$ cat config.mk
export PLATFORM = sky130hd
export DESIGN_NAME = uart_rx_deserializer_ext_flat
export DESIGN_NICKNAME = d
export VERILOG_FILES = /design/src/rtl/uart_rx_deserializer_ext_if.sv /design/src/rtl/uart_rx_deserializer_ext.sv /design/src/flat_wrapper.sv
export SDC_FILE = /design/constraint.sdc
export NUM_CORES = 1
export LEC_CHECK = 0
export ABC_AREA = 1
export CORE_MARGIN = 2
export CORE_UTILIZATION = 46
export CTS_BUF_LIST = sky130_fd_sc_hd__clkbuf_16
export CTS_CLUSTER_SIZE = 25
export DETAILED_ROUTE_END_ITERATION = 16
export PLACE_DENSITY = 0.77
export REMOVE_ABC_BUFFERS = 1
export SYNTH_ARGS = -nofsm -noshare
export SYNTH_HDL_FRONTEND = slang
export SYNTH_SLANG_ARGS = --single-unit
$ cat constraint.sdc
create_clock -name clk -period 1.85 [get_ports clk]
set_input_delay 0.4625 -clock clk [delete_from_list [all_inputs] [get_ports clk]]
set_output_delay 0.4625 -clock clk [all_outputs]
set_load 0.02 [all_outputs]
$ cat src/rtl/uart_rx_deserializer_ext_if.sv
// uart_rx_deserializer_ext_if: sampler/FSM-side inputs and word-side outputs of the RX deserializer
interface uart_rx_deserializer_ext_if #(
    parameter int DATA_WIDTH = 8,
    parameter int EDGE_W = 6
);
    logic                  sampled_bit;
    logic                  deslz_en;
    logic [EDGE_W-1:0]     edge_cnt;
    logic [EDGE_W-1:0]     sample_edge;
    logic                  clr;
    logic [DATA_WIDTH-1:0] p_data;
    logic                  data_valid;
    logic                  par_out;
    logic [3:0]            bit_cnt;
    modport master (
        output sampled_bit, deslz_en, edge_cnt, sample_edge, clr,
        input  p_data, data_valid, par_out, bit_cnt
    );
    modport slave (
        input  sampled_bit, deslz_en, edge_cnt, sample_edge, clr,
        output p_data, data_valid, par_out, bit_cnt
    );
endinterface

$ cat src/rtl/uart_rx_deserializer_ext.sv
// uart_rx_deserializer_ext: edge-armed bit capture into a stable parallel word with XOR parity
module uart_rx_deserializer_ext #(
    parameter int DATA_WIDTH = 8,
    parameter int EDGE_W = 6,
    parameter bit MSB_FIRST = 1'b0
) (
    input logic clk,
    input logic rest,
    uart_rx_deserializer_ext_if.slave bus
);
    logic                  match;
    logic                  match_d;
    logic                  cap;
    logic                  last;
    logic                  par_acc;
    logic [DATA_WIDTH-1:0] sh;
    logic [DATA_WIDTH-1:0] word;
    // capture fires only on the first cycle of a match window; word includes the incoming bit
    always_comb begin
        match = bus.deslz_en && (bus.edge_cnt == bus.sample_edge);
        cap = match && !match_d;
        last = bus.bit_cnt == 4'(DATA_WIDTH - 1);
        word = MSB_FIRST ? {sh[DATA_WIDTH-2:0], bus.sampled_bit} : {bus.sampled_bit, sh[DATA_WIDTH-1:1]};
    end
    // shift/parity accumulation; p_data and par_out move only when a word completes
    always_ff @(posedge clk) begin
        if (rest) begin
            sh <= '0;
            par_acc <= 1'b0;
            match_d <= 1'b0;
            bus.bit_cnt <= '0;
            bus.p_data <= '0;
            bus.par_out <= 1'b0;
            bus.data_valid <= 1'b0;
        end else begin
            bus.data_valid <= 1'b0;
            if (bus.clr) begin
                sh <= '0;
                par_acc <= 1'b0;
                match_d <= 1'b0;
                bus.bit_cnt <= '0;
            end else begin
                match_d <= match;
                if (cap) begin
                    sh <= word;
                    if (last) begin
                        par_acc <= 1'b0;
                        bus.bit_cnt <= '0;
                        bus.p_data <= word;
                        bus.par_out <= par_acc ^ bus.sampled_bit;
                        bus.data_valid <= 1'b1;
                    end else begin
                        par_acc <= par_acc ^ bus.sampled_bit;
                        bus.bit_cnt <= bus.bit_cnt + 4'd1;
                    end
                end
            end
        end
    end
endmodule

$ cat src/flat_wrapper.sv
// flat-port wrapper written by rule: the top's interface ports become plain ports
module uart_rx_deserializer_ext_flat 
#(
    parameter int DATA_WIDTH = 8,
    parameter int EDGE_W = 6,
    parameter bit MSB_FIRST = 1'b0
)
  (clk, rest, bus_sampled_bit, bus_deslz_en, bus_edge_cnt, bus_sample_edge, bus_clr, bus_p_data, bus_data_valid, bus_par_out, bus_bit_cnt);
  uart_rx_deserializer_ext_if #(.DATA_WIDTH(DATA_WIDTH), .EDGE_W(EDGE_W)) bus_i ();
  input logic clk;
  input logic rest;
  input wire logic [$bits(bus_i.sampled_bit)-1:0] bus_sampled_bit;
  input wire logic [$bits(bus_i.deslz_en)-1:0] bus_deslz_en;
  input wire logic [$bits(bus_i.edge_cnt)-1:0] bus_edge_cnt;
  input wire logic [$bits(bus_i.sample_edge)-1:0] bus_sample_edge;
  input wire logic [$bits(bus_i.clr)-1:0] bus_clr;
  output wire logic [$bits(bus_i.p_data)-1:0] bus_p_data;
  output wire logic [$bits(bus_i.data_valid)-1:0] bus_data_valid;
  output wire logic [$bits(bus_i.par_out)-1:0] bus_par_out;
  output wire logic [$bits(bus_i.bit_cnt)-1:0] bus_bit_cnt;
  assign bus_i.sampled_bit = bus_sampled_bit;
  assign bus_i.deslz_en = bus_deslz_en;
  assign bus_i.edge_cnt = bus_edge_cnt;
  assign bus_i.sample_edge = bus_sample_edge;
  assign bus_i.clr = bus_clr;
  assign bus_p_data = bus_i.p_data;
  assign bus_data_valid = bus_i.data_valid;
  assign bus_par_out = bus_i.par_out;
  assign bus_bit_cnt = bus_i.bit_cnt;
  uart_rx_deserializer_ext #(.DATA_WIDTH(DATA_WIDTH), .EDGE_W(EDGE_W), .MSB_FIRST(MSB_FIRST)) u_core (.clk(clk), .rest(rest), .bus(bus_i));
endmodule
==> metrics.md <==
| Metric | Value |
|---|---|
| Synthesized flop and latch total | `23` |
| Area overhead of the layout relative to synthesis | `43.3%` |
| Core Area | `approximately 2300 µm²` |
| Portion of total power attributed to combinational logic | `8.2%` |
| Worst setup timing slack at the placement stage | `-0.145 ns` |
| Count of vias placed by the detailed router | `around 1100` |
| Setup slack of the worst register-to-register path | `about 0.27 ns` |
| H-tree lvl count | `1` |
| Worst skew pair latency | `between 0.2 and 0.3 ns` |
| Diodes inserted | `0` |
| Final setup skew | `0.00297 ns` |
| ANT nets after route | `0` |
| Synthesized-area fraction occupied by ao, oa, aoi and oai cells | `6.29%` |
| Slew of the pin with the lowest slew margin | `0.432 ns` |
| Aggregate global-route resource usage | `18.5%` |
| Crit path depth | `1` |
| IR drop worst, VDD | `around 0.55 mV` |
| Site Rows | `17` |
| Leading cell types by total area after synthesis | `sky130_fd_sc_hd__dfxtp_1 41%, sky130_fd_sc_hd__nand2_1 18%, sky130_fd_sc_hd__inv_1 8.1%` |
| Drt drc | `0` |
| Number of inserted filler cells in the final layout | `193` |
| Area share of and/or/nand/nor cells after synthesis | `38.7%` |
| Post-detailed-route wirelength per cell | `roughly 11 µm` |
| Reg2reg end | `u_core.bus.p_data[4]` |
| Adder-Cell Fraction of Synth Area | `around 1.1%` |
| TritonCTS clock tree | `built` |
| Clock root cell | `sky130_fd_sc_hd__clkbuf_16` |
| Xor/xnor cell area share of the yosys netlist | `under 10%` |
| Post-synthesis cell type count | `23` |
| Type of the worst setup path | `flip-flop to output pin` |
| Timing endpoint of the critical path | `bus_bit_cnt[2]` |
| Setup TNS | `0 ns` |
| HPWL after DPL | `roughly 1700 µm` |
| Worst hold margin | `~0.47 ns` |
| Number of max-cap violations | `0` |
| Final cycle utilization of the critical path | `a little over nine tenths` |
| Number of synthesis warnings | `0` |
| Number of endpoints failing setup at the final stage | `0` |
| Top-area cell type share of the netlist area | `41.3%` |
| Non-Filler Instances | `~220` |
| Result of the run | `completed` |
| CP top delay family | `buffers and inverters` |
| Starting DRC count in detailed routing | `25` |
| Syn Std Cell Area | `between 1000 and 1500 µm²` |
| Post-route worst setup slack | `about 0.078 ns` |
| Tightest Hold Check Type | `flip-flop to flip-flop` |
| Buffer levels on the longest clock path | `2` |
| Max-slew violations | `0` |
| Wire length of the first global-routing pass | `3890 µm` |
| Mean area per synthesized cell | `7.09 µm²` |
| Worst slew margin | `between 70 and 80%` |
| Pin count of the biggest net entering global routing | `16` |
| Arrival time of the worst setup path | `1.31 ns` |
| Power consumption | `roughly 1000 µW` |
| Number of antenna violations at the first check in global routing | `0` |
| Data required time at the worst endpoint | `roughly 1.4 ns` |
| Number of input and output port buffers inserted | `30` |
| Largest area contributor in the netlist | `sky130_fd_sc_hd__dfxtp_1` |
| Cell types with the highest counts after synthesis | `52 x sky130_fd_sc_hd__nand2_1, 24 x sky130_fd_sc_hd__inv_1, 23 x sky130_fd_sc_hd__dfxtp_1` |
| Via-per-instance ratio | `4.94` |
| IO Pins | `31` |
| Sequential share of power | `about 47%` |
| Internal Power | `just over 800 µW` |
| Type of origin of the critical path | `flip-flop` |
| Achievable Freq | `564 MHz` |
| Most frequently used flop master after synthesis | `sky130_fd_sc_hd__dfxtp_1` |
| Worst r2r path cells | `8` |
| Fraction of power consumed by the clock network | `44.5%` |
| Power per unit of standard cell area | `between 600 and 700 nW/µm²` |
| Number of synthesized flops with an enable pin | `0` |
| Slowest cell on the critical path | `sky130_fd_sc_hd__clkdlybuf4s50_1` |
| Global route overflow | `0` |
| Area of the die | `about 2800 µm²` |
| Endpoint type of the worst setup path | `output pin` |
| Number of cells in the design after placement | `214` |
| Wire length reported by the detailed router | `roughly 2500 µm` |
| Time the worst path needs with I/O delays and setup | `between 1.5 and 2 ns` |
| Net switching share of the total power | `between 20% and 30%` |
| Synth async-reset ratio | `0%` |
| Number of nets in the layout | `between 200 and 250` |
| Leakage power total | `0.000674 µW` |
| Sink count of the clock tree | `23` |
| Setup crit start | `u_core.bus.bit_cnt[2]` |
| Critical-path cell list | `clkdlybuf4s50_1` |
| Die extent in x | `53.2 µm` |
| Number of failing hold endpoints at the final stage | `0` |
| Routability cong. | `just under 0.8` |
| Crit path buf inv count | `1` |
| Main combinational cell family by area after synthesis | `simple AND/OR/NAND/NOR gates` |
| Proportion of layout cells with a drive suffix above 1 | `12.9%` |
| Register area share after synthesis | `between 40% and 50%` |
| Maximum net fanout on the critical path | `5` |
| Hold wc startpoint | `u_core.bus.p_data[3]` |
| Detailed-router iteration count before antenna repair | `4` |
| Clock buffers created by TritonCTS | `3` |
| Critical R2R Launch | `u_core.bus.bit_cnt[1]` |
| Multiplexer share of the synthesized area | `0%` |
| Cells after synthesis | `approximately 160` |
| Most frequent cell after synthesis | `sky130_fd_sc_hd__nand2_1` |
| Die H | `between 50 and 60 µm` |
| Number of global-route vias before repair | `922` |
| Switching pwr | `roughly 220 µW` |
| Clock Pin Slew Worst Setup and Hold Paths | `0.06 ns` |
| Peak per-stage delay on the critical path | `0.64 ns` |
| Initial Utilization | `around half` |
-- cell families after synthesis --
logic type / after synthesis
adders and majority gates: 1
xor gates and xnor gates: 3
and+or+nand+nor: 90
DFF: 23
AOI/OAI and AO/OA: 12
buffers and inverters: 28
-- metrics by stage --
stage,instance area [µm²],utilization (%)
2_1_floorplan,1090,-
3_3_place_gp,1450,64.2
3_5_place_dp,1450,64.2
4_1_cts,1530,67.8
5_1_grt,1600,70.8
6_report,1600,70.8
-- sequential cells by signal, summed over array words and instances (netlist names) --
signal	flops
u_core.bus.bit_cnt	4
u_core.bus.data_valid	1
u_core.bus.p_data	8
u_core.bus.par_out	1
u_core.match_d	1
u_core.par_acc	1
u_core.sh	7
-- power by group through the flow --
stage / Clock (µW) / Sequential [µW] / Combinational (µW)
final: 467 / 496 / 86.2
after global routing: 494 / 495 / 96.0
after CTS: 468 / 496 / 83.5
after detailed placement: 0 / 507 / 83.2
after global placement: 0 / 507 / 80.9
after floorplan: 0 / 507 / 36.7
-- metal layers --
layer / track usage, % / up-vias / share of wire, %
met5: 0 / - / 0
met4: 5.98 / 0 / 1.1
met3: 3.39 / 4 / 3.5
met2: 30.5 / 23 / 50
met1: 24.3 / 497 / 46
li1: - / 573 / -
-- what timing repair did --
action,in CTS,in global routing
setup buffers,0,2
gates resized for setup,0,7
setup endpoints to repair,0,13
hold buffers,0,0
-- layout by cell type, fill, tap and decap left out, types with 2 or more instances in the layout --
| cell | synthesis | final |
|---|---|---|
| sky130_fd_sc_hd__nand2_1 | 52 | 51 |
| sky130_fd_sc_hd__clkdlybuf4s50_1 | 0 | 29 |
| sky130_fd_sc_hd__inv_1 | 24 | 24 |
| sky130_fd_sc_hd__dfxtp_1 | 23 | 23 |
| sky130_fd_sc_hd__nor2_1 | 10 | 9 |
| sky130_fd_sc_hd__nand3_1 | 9 | 9 |
| sky130_fd_sc_hd__a21oi_1 | 10 | 9 |
| sky130_fd_sc_hd__nand4_1 | 9 | 9 |
| sky130_fd_sc_hd__nor2_2 | 2 | 3 |
| sky130_fd_sc_hd__nand2_2 | 2 | 3 |
| sky130_fd_sc_hd__clkbuf_16 | 0 | 3 |
| sky130_fd_sc_hd__nand3_2 | 1 | 2 |
| sky130_fd_sc_hd__nor2_4 | 2 | 2 |
| sky130_fd_sc_hd__xor2_1 | 2 | 2 |
| sky130_fd_sc_hd__a21oi_2 | 1 | 2 |
| sky130_fd_sc_hd__buf_4 | 0 | 2 |
| sky130_fd_sc_hd__buf_6 | 1 | 2 |
-- cell type report --
class | instances | area (µm²) | area share [%]
Clock inverter | 1 | 5.00 | 0.314
Timing Repair Buffer | 35 | 360 | 22.6
Tap cell | 28 | 35.0 | 2.20
Inverter | 24 | 90.1 | 5.65
Sequential cell | 23 | 460 | 28.9
Multi-Input combinational cell | 108 | 569 | 35.7
Clock buffer | 3 | 75.1 | 4.71
-- how the worst min path moves through the flow --
stage	endpoint	slack [ns]	cells past startpoint
3_5_place_dp	u_core.bus.p_data[3]	0.46	2
2_1_floorplan	u_core.sh[1]	0.45	2
5_1_grt	u_core.bus.p_data[2]	0.49	2
4_1_cts	u_core.bus.p_data[3]	0.47	2
3_3_place_gp	u_core.sh[1]	0.45	2
6_report	u_core.bus.p_data[3]	0.47	2
Note: power is estimated with default switching activity, not from simulation.
